## src/rtl/sl_preceptron_pkg.sv

```systemverilog
// Shared definitions for the perceptron weight memory slice.
//   state_t              : loader FSM encoding (ST_IDLE=0, ST_LOAD=1, ST_DONE=2)
//   DEFAULT_DEPTH        : default number of stored weight words
//   DEFAULT_WEIGHTS_WIDTH: default weight word width
package sl_preceptron_pkg;

  typedef enum logic [1:0] {
    ST_IDLE = 2'd0,
    ST_LOAD = 2'd1,
    ST_DONE = 2'd2
  } state_t;

  localparam int DEFAULT_DEPTH         = 64;
  localparam int DEFAULT_WEIGHTS_WIDTH = 8;

endpackage

```

## src/rtl/sl_preceptron_wmem_array.sv

```systemverilog
// Single-port synchronous RAM with a registered read port.
// Ports:
//   clk   : clock, rising edge
//   we    : write enable, writes wdata at addr
//   re    : read enable, captures mem[addr] into rdata (old word on a
//           simultaneous write to the same address)
//   addr  : word address
//   wdata : write data
//   rdata : registered read data, holds when re=0
// Contents are not reset.
module sl_preceptron_wmem_array #(
  parameter int WIDTH = 8,
  parameter int DEPTH = 64,
  parameter int AW    = 6
) (
  input  logic             clk,
  input  logic             we,
  input  logic             re,
  input  logic [AW-1:0]    addr,
  input  logic [WIDTH-1:0] wdata,
  output logic [WIDTH-1:0] rdata
);

  logic [WIDTH-1:0] mem [DEPTH];

  always_ff @(posedge clk) begin
    if (we) mem[addr] <= wdata;
    if (re) rdata <= mem[addr];
  end

endmodule

```

## src/rtl/sl_preceptron_weight_mem.sv

```systemverilog
// Weight memory for the perceptron MAC. A host streams a full weight set
// through the loader (load_start, then DEPTH words on load_valid/load_ready);
// the MAC reads and writes individual words while the loader is idle.
// Handshake: a load word transfers on a rising edge where load_valid and
// load_ready are both 1; load_ready is 1 only while loading, and load_data
// must be stable while load_valid is 1.
// Ports:
//   clk, rst_n                  : clock, synchronous active-low reset
//   mem_ren/mem_wen/mem_addr/mem_wdata : MAC access, read latency 1 cycle
//   mem_rdata                   : MAC read data, held when mem_ren=0
//   load_start/load_valid/load_data    : host reload stream
//   load_ready, load_done       : loader accept / one-cycle completion pulse
//   weights_loaded              : a complete weight set is stored
//   err_addr_oob                : sticky out-of-range MAC access flag
//   err_parity                  : sticky read parity error (only with
//                                 SL_PRECEPTRON_WMEM_PARITY_EN defined)
//   dbg_state                   : current loader FSM state
// Optional feature macro: SL_PRECEPTRON_WMEM_PARITY_EN adds an even-parity
// bit per stored word and the err_parity output.
module sl_preceptron_weight_mem
  import sl_preceptron_pkg::*;
#(
  parameter int WEIGHTS_WIDTH  = DEFAULT_WEIGHTS_WIDTH,
  parameter int MEM_ADDR_WIDTH = 16,
  parameter int DEPTH          = DEFAULT_DEPTH
) (
  input  logic                      clk,
  input  logic                      rst_n,
  input  logic                      mem_ren,
  input  logic                      mem_wen,
  input  logic [MEM_ADDR_WIDTH-1:0] mem_addr,
  input  logic [WEIGHTS_WIDTH-1:0]  mem_wdata,
  output logic [WEIGHTS_WIDTH-1:0]  mem_rdata,
  input  logic                      load_start,
  input  logic                      load_valid,
  input  logic [WEIGHTS_WIDTH-1:0]  load_data,
  output logic                      load_ready,
  output logic                      load_done,
  output logic                      weights_loaded,
  output logic                      err_addr_oob,
`ifdef SL_PRECEPTRON_WMEM_PARITY_EN
  output logic                      err_parity,
`endif
  output logic [1:0]                dbg_state
);

  localparam int AW = (DEPTH > 1) ? $clog2(DEPTH) : 1;
`ifdef SL_PRECEPTRON_WMEM_PARITY_EN
  localparam int RAM_W = WEIGHTS_WIDTH + 1;
`else
  localparam int RAM_W = WEIGHTS_WIDTH;
`endif
  localparam logic [AW-1:0]           LAST_PTR  = AW'(DEPTH - 1);
  localparam logic [MEM_ADDR_WIDTH:0] DEPTH_EXT = (MEM_ADDR_WIDTH + 1)'(DEPTH);

  state_t          state, state_nx;
  logic [AW-1:0]   wr_ptr;
  logic            rd_zero;
  logic            in_range, idle, start_ok, load_fire, mac_wr, ram_re, oob_hit;
  logic            ram_we;
  logic [AW-1:0]   ram_addr;
  logic [RAM_W-1:0] ram_wdata, ram_rdata;
  logic [WEIGHTS_WIDTH-1:0] wr_word;

  assign dbg_state = state;
  assign idle      = (state == ST_IDLE);
  assign in_range  = ({1'b0, mem_addr} < DEPTH_EXT);
  assign start_ok  = idle && load_start;
  assign load_fire = load_valid && load_ready;
  // MAC accesses are only honoured while idle; during a reload the single
  // RAM port belongs to the loader.
  assign mac_wr    = idle && mem_wen && in_range;
  assign ram_re    = idle && mem_ren && in_range;
  assign oob_hit   = idle && (mem_ren || mem_wen) && !in_range;

  assign ram_we    = load_fire || mac_wr;
  assign ram_addr  = (state == ST_LOAD) ? wr_ptr : mem_addr[AW-1:0];
  assign wr_word   = (state == ST_LOAD) ? load_data : mem_wdata;
`ifdef SL_PRECEPTRON_WMEM_PARITY_EN
  assign ram_wdata = {^wr_word, wr_word};
`else
  assign ram_wdata = wr_word;
`endif

  // Reads that bypass the RAM (out of range, or not idle) return zero; the
  // flag is only updated on a read so mem_rdata holds between reads.
  assign mem_rdata = rd_zero ? '0 : ram_rdata[WEIGHTS_WIDTH-1:0];

  always_comb begin
    state_nx   = state;
    load_ready = 1'b0;
    load_done  = 1'b0;
    case (state)
      ST_IDLE: if (load_start) state_nx = ST_LOAD;
      ST_LOAD: begin
        load_ready = 1'b1;
        if (load_valid && wr_ptr == LAST_PTR) state_nx = ST_DONE;
      end
      ST_DONE: begin
        load_done = 1'b1;
        state_nx  = ST_IDLE;
      end
      default: state_nx = ST_IDLE;
    endcase
  end

  always_ff @(posedge clk) begin
    if (!rst_n) begin
      state          <= ST_IDLE;
      wr_ptr         <= '0;
      weights_loaded <= 1'b0;
      err_addr_oob   <= 1'b0;
      rd_zero        <= 1'b1;
    end else begin
      state <= state_nx;
      if (start_ok) wr_ptr <= '0;
      else if (load_fire) wr_ptr <= wr_ptr + 1'b1;
      if (start_ok) weights_loaded <= 1'b0;
      else if (state == ST_DONE) weights_loaded <= 1'b1;
      if (start_ok) err_addr_oob <= 1'b0;
      else if (oob_hit) err_addr_oob <= 1'b1;
      if (mem_ren) rd_zero <= !ram_re;
    end
  end

`ifdef SL_PRECEPTRON_WMEM_PARITY_EN
  logic rd_chk;
  // Stored words carry even parity, so a good word XORs to zero.
  always_ff @(posedge clk) begin
    if (!rst_n) begin
      rd_chk     <= 1'b0;
      err_parity <= 1'b0;
    end else begin
      rd_chk <= ram_re;
      if (start_ok) err_parity <= 1'b0;
      else if (rd_chk && (^ram_rdata)) err_parity <= 1'b1;
    end
  end
`endif

  sl_preceptron_wmem_array #(
    .WIDTH(RAM_W),
    .DEPTH(DEPTH),
    .AW   (AW)
  ) u_array (
    .clk  (clk),
    .we   (ram_we),
    .re   (ram_re),
    .addr (ram_addr),
    .wdata(ram_wdata),
    .rdata(ram_rdata)
  );

endmodule

```

## config.mk

```make
export PLATFORM = sky130hd
export DESIGN_NAME = sl_preceptron_weight_mem
export DESIGN_NICKNAME = d
export VERILOG_FILES = /design/src/rtl/sl_preceptron_pkg.sv /design/src/rtl/sl_preceptron_wmem_array.sv /design/src/rtl/sl_preceptron_weight_mem.sv
export SDC_FILE = /design/constraint.sdc
export NUM_CORES = 1
export LEC_CHECK = 0
export CAP_MARGIN = 20
export CORE_ASPECT_RATIO = 0.9
export CORE_MARGIN = 5
export CORE_UTILIZATION = 30
export CTS_CLUSTER_DIAMETER = 120
export DETAILED_ROUTE_END_ITERATION = 10
export PLACE_DENSITY = 0.55
export SYNTH_ARGS = -nofsm -noshare
export SYNTH_HDL_FRONTEND = slang
export SYNTH_SLANG_ARGS = --single-unit
```

## constraint.sdc

```tcl
create_clock -name clk -period 4.5 [get_ports clk]
set_input_delay 1.125 -clock clk [delete_from_list [all_inputs] [get_ports clk]]
set_output_delay 1.125 -clock clk [all_outputs]
set_load 0.005 [all_outputs]
```

==> metrics list <==
* Outcome: completed
* Clock Skew: 0.0107 ns
- The worst setup path is of the primary input to flip-flop kind.
- The mapped netlist covers roughly 0.02 mm2.
- Of the total synthesized cell area, the portion taken by AND, OR, NAND and NOR gates is 5.92%.
- Number of synthesized flops with an enable pin: between 500 and 600
- Derived from the worst setup path, the maximum achievable clock frequency is roughly 240 MHz.
- Global placer's final weighted congestion: a little over 0.9
* Adder and majority gate portion of the synthesized area: less than 1%
- The worst register-to-register path ends at u_array.rdata[4].
- Most repeated cell in the gate-level netlist after synthesis: sky130_fd_sc_hd__edfxtp_1
- In this run the core area contains 91 standard-cell rows.
- Worst Hold Path Cells: 2
- Final critical-path required period: ~4.2 ns
- Share of synthesized registers carrying an async set or reset: 0%
* Input/output buffers: 51
- The synthesized design spends more area on one cell type than any other, namely sky130_fd_sc_hd__edfxtp_1.
- The tool flagged a number of max-cap violations equal to 0.
* XOR/XNOR Fraction of Synth Area: 0.212%
* Path type of the worst min-delay path: flip-flop to flip-flop
* Total nets after synthesis: roughly 1,300
* Sequential cell area fraction in the yosys report: between 70% and 80%
- The number of global-route vias before repair is 12,600.
- Max FO, Critical Path: 10
- The worst hold path terminates at weights_loaded.
* Setup Fix Bufs, Post-CTS: 0
* Final routed wire length divided by cell count: 26.2 um
- Arrival time at the worst endpoint: 4.49 ns
* Largest cells by area after synthesis: sky130_fd_sc_hd__edfxtp_1 76%, sky130_fd_sc_hd__a22oi_1 3.8%, sky130_fd_sc_hd__mux2i_1 3.4%
- Drt first pass iters: 6
* GRT Overall Usage: 16.5%
- Summed over all layers, the global routing overflow is 0.
* Synth unique cells: 56
* Maximum VDD drop: 0.000277 V
* Antenna-violating nets left: 0
- Share of cell area taken by muxes after synthesis: 4.61%
- The analysis attributes to cell leakage a power of 8.28 nW.
- Final setup fails: 0
- For this run, the number of Yosys warnings is 0.
* Clock slew at reported path FFs: 0.06 ns
- Layout Utilization: 36.9%
- Clock root buffer: sky130_fd_sc_hd__clkbuf_16
- Once the floorplan was initialized, standard cells occupied 30.2% of the core.
- Cells on worst reg2reg path: 8
- At the pin with the least slew margin, the transition time is 1.17 ns.
* Slew Viols, Final: 0
- Yosys top cell area share: 75.8%
* Clk Latency, worst-skew pair: 0.61 ns
- TritonCTS built the clock tree.
* Worst flop-to-flop path startpoint: dbg_state[1]
* Worst hold start: weights_loaded
- CTS built an H-tree with a depth of 2.
- STA classifies the critical path startpoint as a primary input.
- For this block, the routed nets add up to 62.6 mm of wire.
- First-pass GRT wire length: 90.4 mm
* Count of unresolved DRC violations after routing: 0
- Setup repair after global routing left no endpoint under its margin.
- Setup TNS after final layout: 0 ns
* Fin. Hold Viols: 0
* Detailed router's first-iteration violation count: 1,548
* Vias: 12,900
* Total clock sinks: 531
- Maximum buffer depth of the clock tree: 3
- Summing the areas of all compound-gate instances in the mapped netlist gives 10.8% of the synthesized area.
* Avg Synthesized Cell Area: ~16 um2
- Flip-flop and latch count after synthesis: 531
- After detailed routing, the number of vias per cell comes to 5.41.
- In this run the power density over the cells is 427 mW/mm2.
- The final layout contains 1,501 nets.
* Share of final-layout standard cells stronger than drive strength 1: a little under a fifth
* Resized cells post-CTS: 0
* Die width: 286 um
- Entering global routing, the biggest net connects 65 pins.
- Largest family of logic cells by synthesized area: compound AO/OA/AOI/OAI gates
* Endpoint class of the critical path: flip-flop
* Hold-fix buffers at CTS: 0
- Antenna violations before repair: 2
- Die footprint: 0.0740 mm2
- Headroom to the max-slew limit came out at 21.8%.
- 52 I/O pins were placed.
* Detailed placement HPWL: approximately 41 mm
- In this run the standard cell core region covers 0.0683 mm2.
- Worst reg2reg setup slack: 0.48 ns
- TritonCTS created 55 clock buffers.
* Chip height: approximately 260 um
- Data on the critical path is required at its endpoint by 4.83 ns.
* Final worst path period share: between 90% and 100%
- Synthesis produced a netlist whose cell count is 1,264.
- Top_reg_cell synth: sky130_fd_sc_hd__edfxtp_1
* Area growth from synthesis to layout: 22.4%
- Ranking of synthesized cells by instance count: 520 x sky130_fd_sc_hd__edfxtp_1, 105 x sky130_fd_sc_hd__a22oi_1, 89 x sky130_fd_sc_hd__nor2_1
==> layout by cell type, fill, tap and decap left out, types with 5 or more instances in the layout <==
| cell | n |
|---|---|
| sky130_fd_sc_hd__o21ai_0 | 16 |
| sky130_fd_sc_hd__buf_12 | 11 |
| sky130_fd_sc_hd__clkbuf_1 | 10 |
| sky130_fd_sc_hd__nand3_1 | 18 |
| sky130_fd_sc_hd__nor2_1 | 89 |
| sky130_fd_sc_hd__mux2_2 | 20 |
| sky130_fd_sc_hd__a2111oi_0 | 5 |
| sky130_fd_sc_hd__clkbuf_16 | 57 |
| sky130_fd_sc_hd__clkinv_2 | 15 |
| sky130_fd_sc_hd__clkinv_1 | 15 |
| sky130_fd_sc_hd__a22oi_1 | 105 |
| sky130_fd_sc_hd__nand2_1 | 66 |
| sky130_fd_sc_hd__dfxtp_1 | 11 |
| sky130_fd_sc_hd__a22o_1 | 21 |
| sky130_fd_sc_hd__bufinv_16 | 6 |
| sky130_fd_sc_hd__edfxtp_1 | 520 |
| sky130_fd_sc_hd__clkdlybuf4s50_1 | 51 |
| sky130_fd_sc_hd__o22a_1 | 26 |
| sky130_fd_sc_hd__nor2b_1 | 9 |
| sky130_fd_sc_hd__mux2i_1 | 70 |
| sky130_fd_sc_hd__nor3_1 | 15 |
| sky130_fd_sc_hd__a21oi_1 | 14 |
| sky130_fd_sc_hd__nand2_2 | 8 |
| sky130_fd_sc_hd__nor4_1 | 14 |
| sky130_fd_sc_hd__a31oi_1 | 51 |
| sky130_fd_sc_hd__nand4_1 | 7 |
| sky130_fd_sc_hd__inv_1 | 8 |
| sky130_fd_sc_hd__or2_2 | 5 |
| sky130_fd_sc_hd__a222oi_1 | 26 |
| sky130_fd_sc_hd__and3_1 | 9 |
| sky130_fd_sc_hd__a221oi_1 | 6 |
| sky130_fd_sc_hd__buf_4 | 147 |
==> layout make-up <==
class	count	area (um2)
Antenna cell	1	2.50
Clock buffer	67	1460
Clock inverter	36	330
Fill cell	6371	43100
Inverter	10	38.8
Multi-Input combinational cell	655	4610
Sequential cell	531	15800
Tap cell	883	1100
Timing Repair Buffer	209	1830
==> critical path: stages <==
cell	delay (ns)
sky130_fd_sc_hd__clkdlybuf4s50_1	0.57
sky130_fd_sc_hd__buf_4	0.23
sky130_fd_sc_hd__mux2i_4	0.34
sky130_fd_sc_hd__buf_4	0.32
sky130_fd_sc_hd__mux2_2	0.36
sky130_fd_sc_hd__a222oi_1	0.30
sky130_fd_sc_hd__a31oi_1	0.36
sky130_fd_sc_hd__nor4_1	0.77
sky130_fd_sc_hd__nand2_1	0.11
==> layer usage <==
layer | vias up | wire (um) | global-route usage, %
met5 | - | 0 | 0
met1 | 6592 | 26700 | 23.2
li1 | 5544 | - | -
met4 | 0 | 1550 | 4.38
met2 | 714 | 28100 | 25.5
met3 | 99 | 6320 | 4.23
==> where the power goes <==
| group | internal (W) | switching (W) |
|---|---|---|
| Combinational | 0.000234 | 0.000480 |
| Sequential | 0.00550 | 0.00000679 |
| Clock | 0.00265 | 0.00188 |
==> sequential cells by signal, indices dropped and copies added, names as in the netlist <==
name	cells
u_array.mem	512
u_array.rdata	8
wr_ptr	6
dbg_state	2
err_addr_oob	1
rd_zero	1
weights_loaded	1
==> worst max-delay path by stage <==
| stage | startpoint | to | slack (ns) |
|---|---|---|---|
| after detailed placement | mem_addr[1] | u_array.rdata[4] | -0.18 |
| after global placement | mem_addr[1] | u_array.rdata[4] | -0.16 |
| after floorplan | mem_addr[1] | u_array.mem[12][0] | 0.69 |
| final | mem_addr[1] | u_array.rdata[4] | 0.34 |
| after global routing | mem_addr[1] | u_array.rdata[4] | 0.34 |
| after CTS | mem_addr[1] | u_array.rdata[4] | 0.46 |
==> cell families (layout without fill, tap and decap cells) <==
logic type,after synthesis,count (layout)
compound gates,295,295
flops,531,531
fa+ha+maj,1,1
other cells,0,1
xor+xnor,5,5
mux,92,92
simple gates,262,262
buf+inv,78,322
==> through the flow <==
step / instances / hold slack [ns] / setup WS (ns) / power (W) / instance area [um2]
finish: 2392 / 0.465 / 0.338 / 0.0108 / 25200
global route: 2391 / 0.485 / 0.335 / 0.0111 / 25200
CTS: 2391 / 0.474 / 0.464 / 0.0108 / 25200
detailed placement: 2288 / 0.459 / -0.180 / 0.00632 / 23400
global placement: 2287 / 0.453 / -0.158 / 0.00631 / 23400
floorplan: 1264 / 0.461 / 0.693 / 0.00596 / 20600
Note: power is estimated with default switching activity, not from simulation.
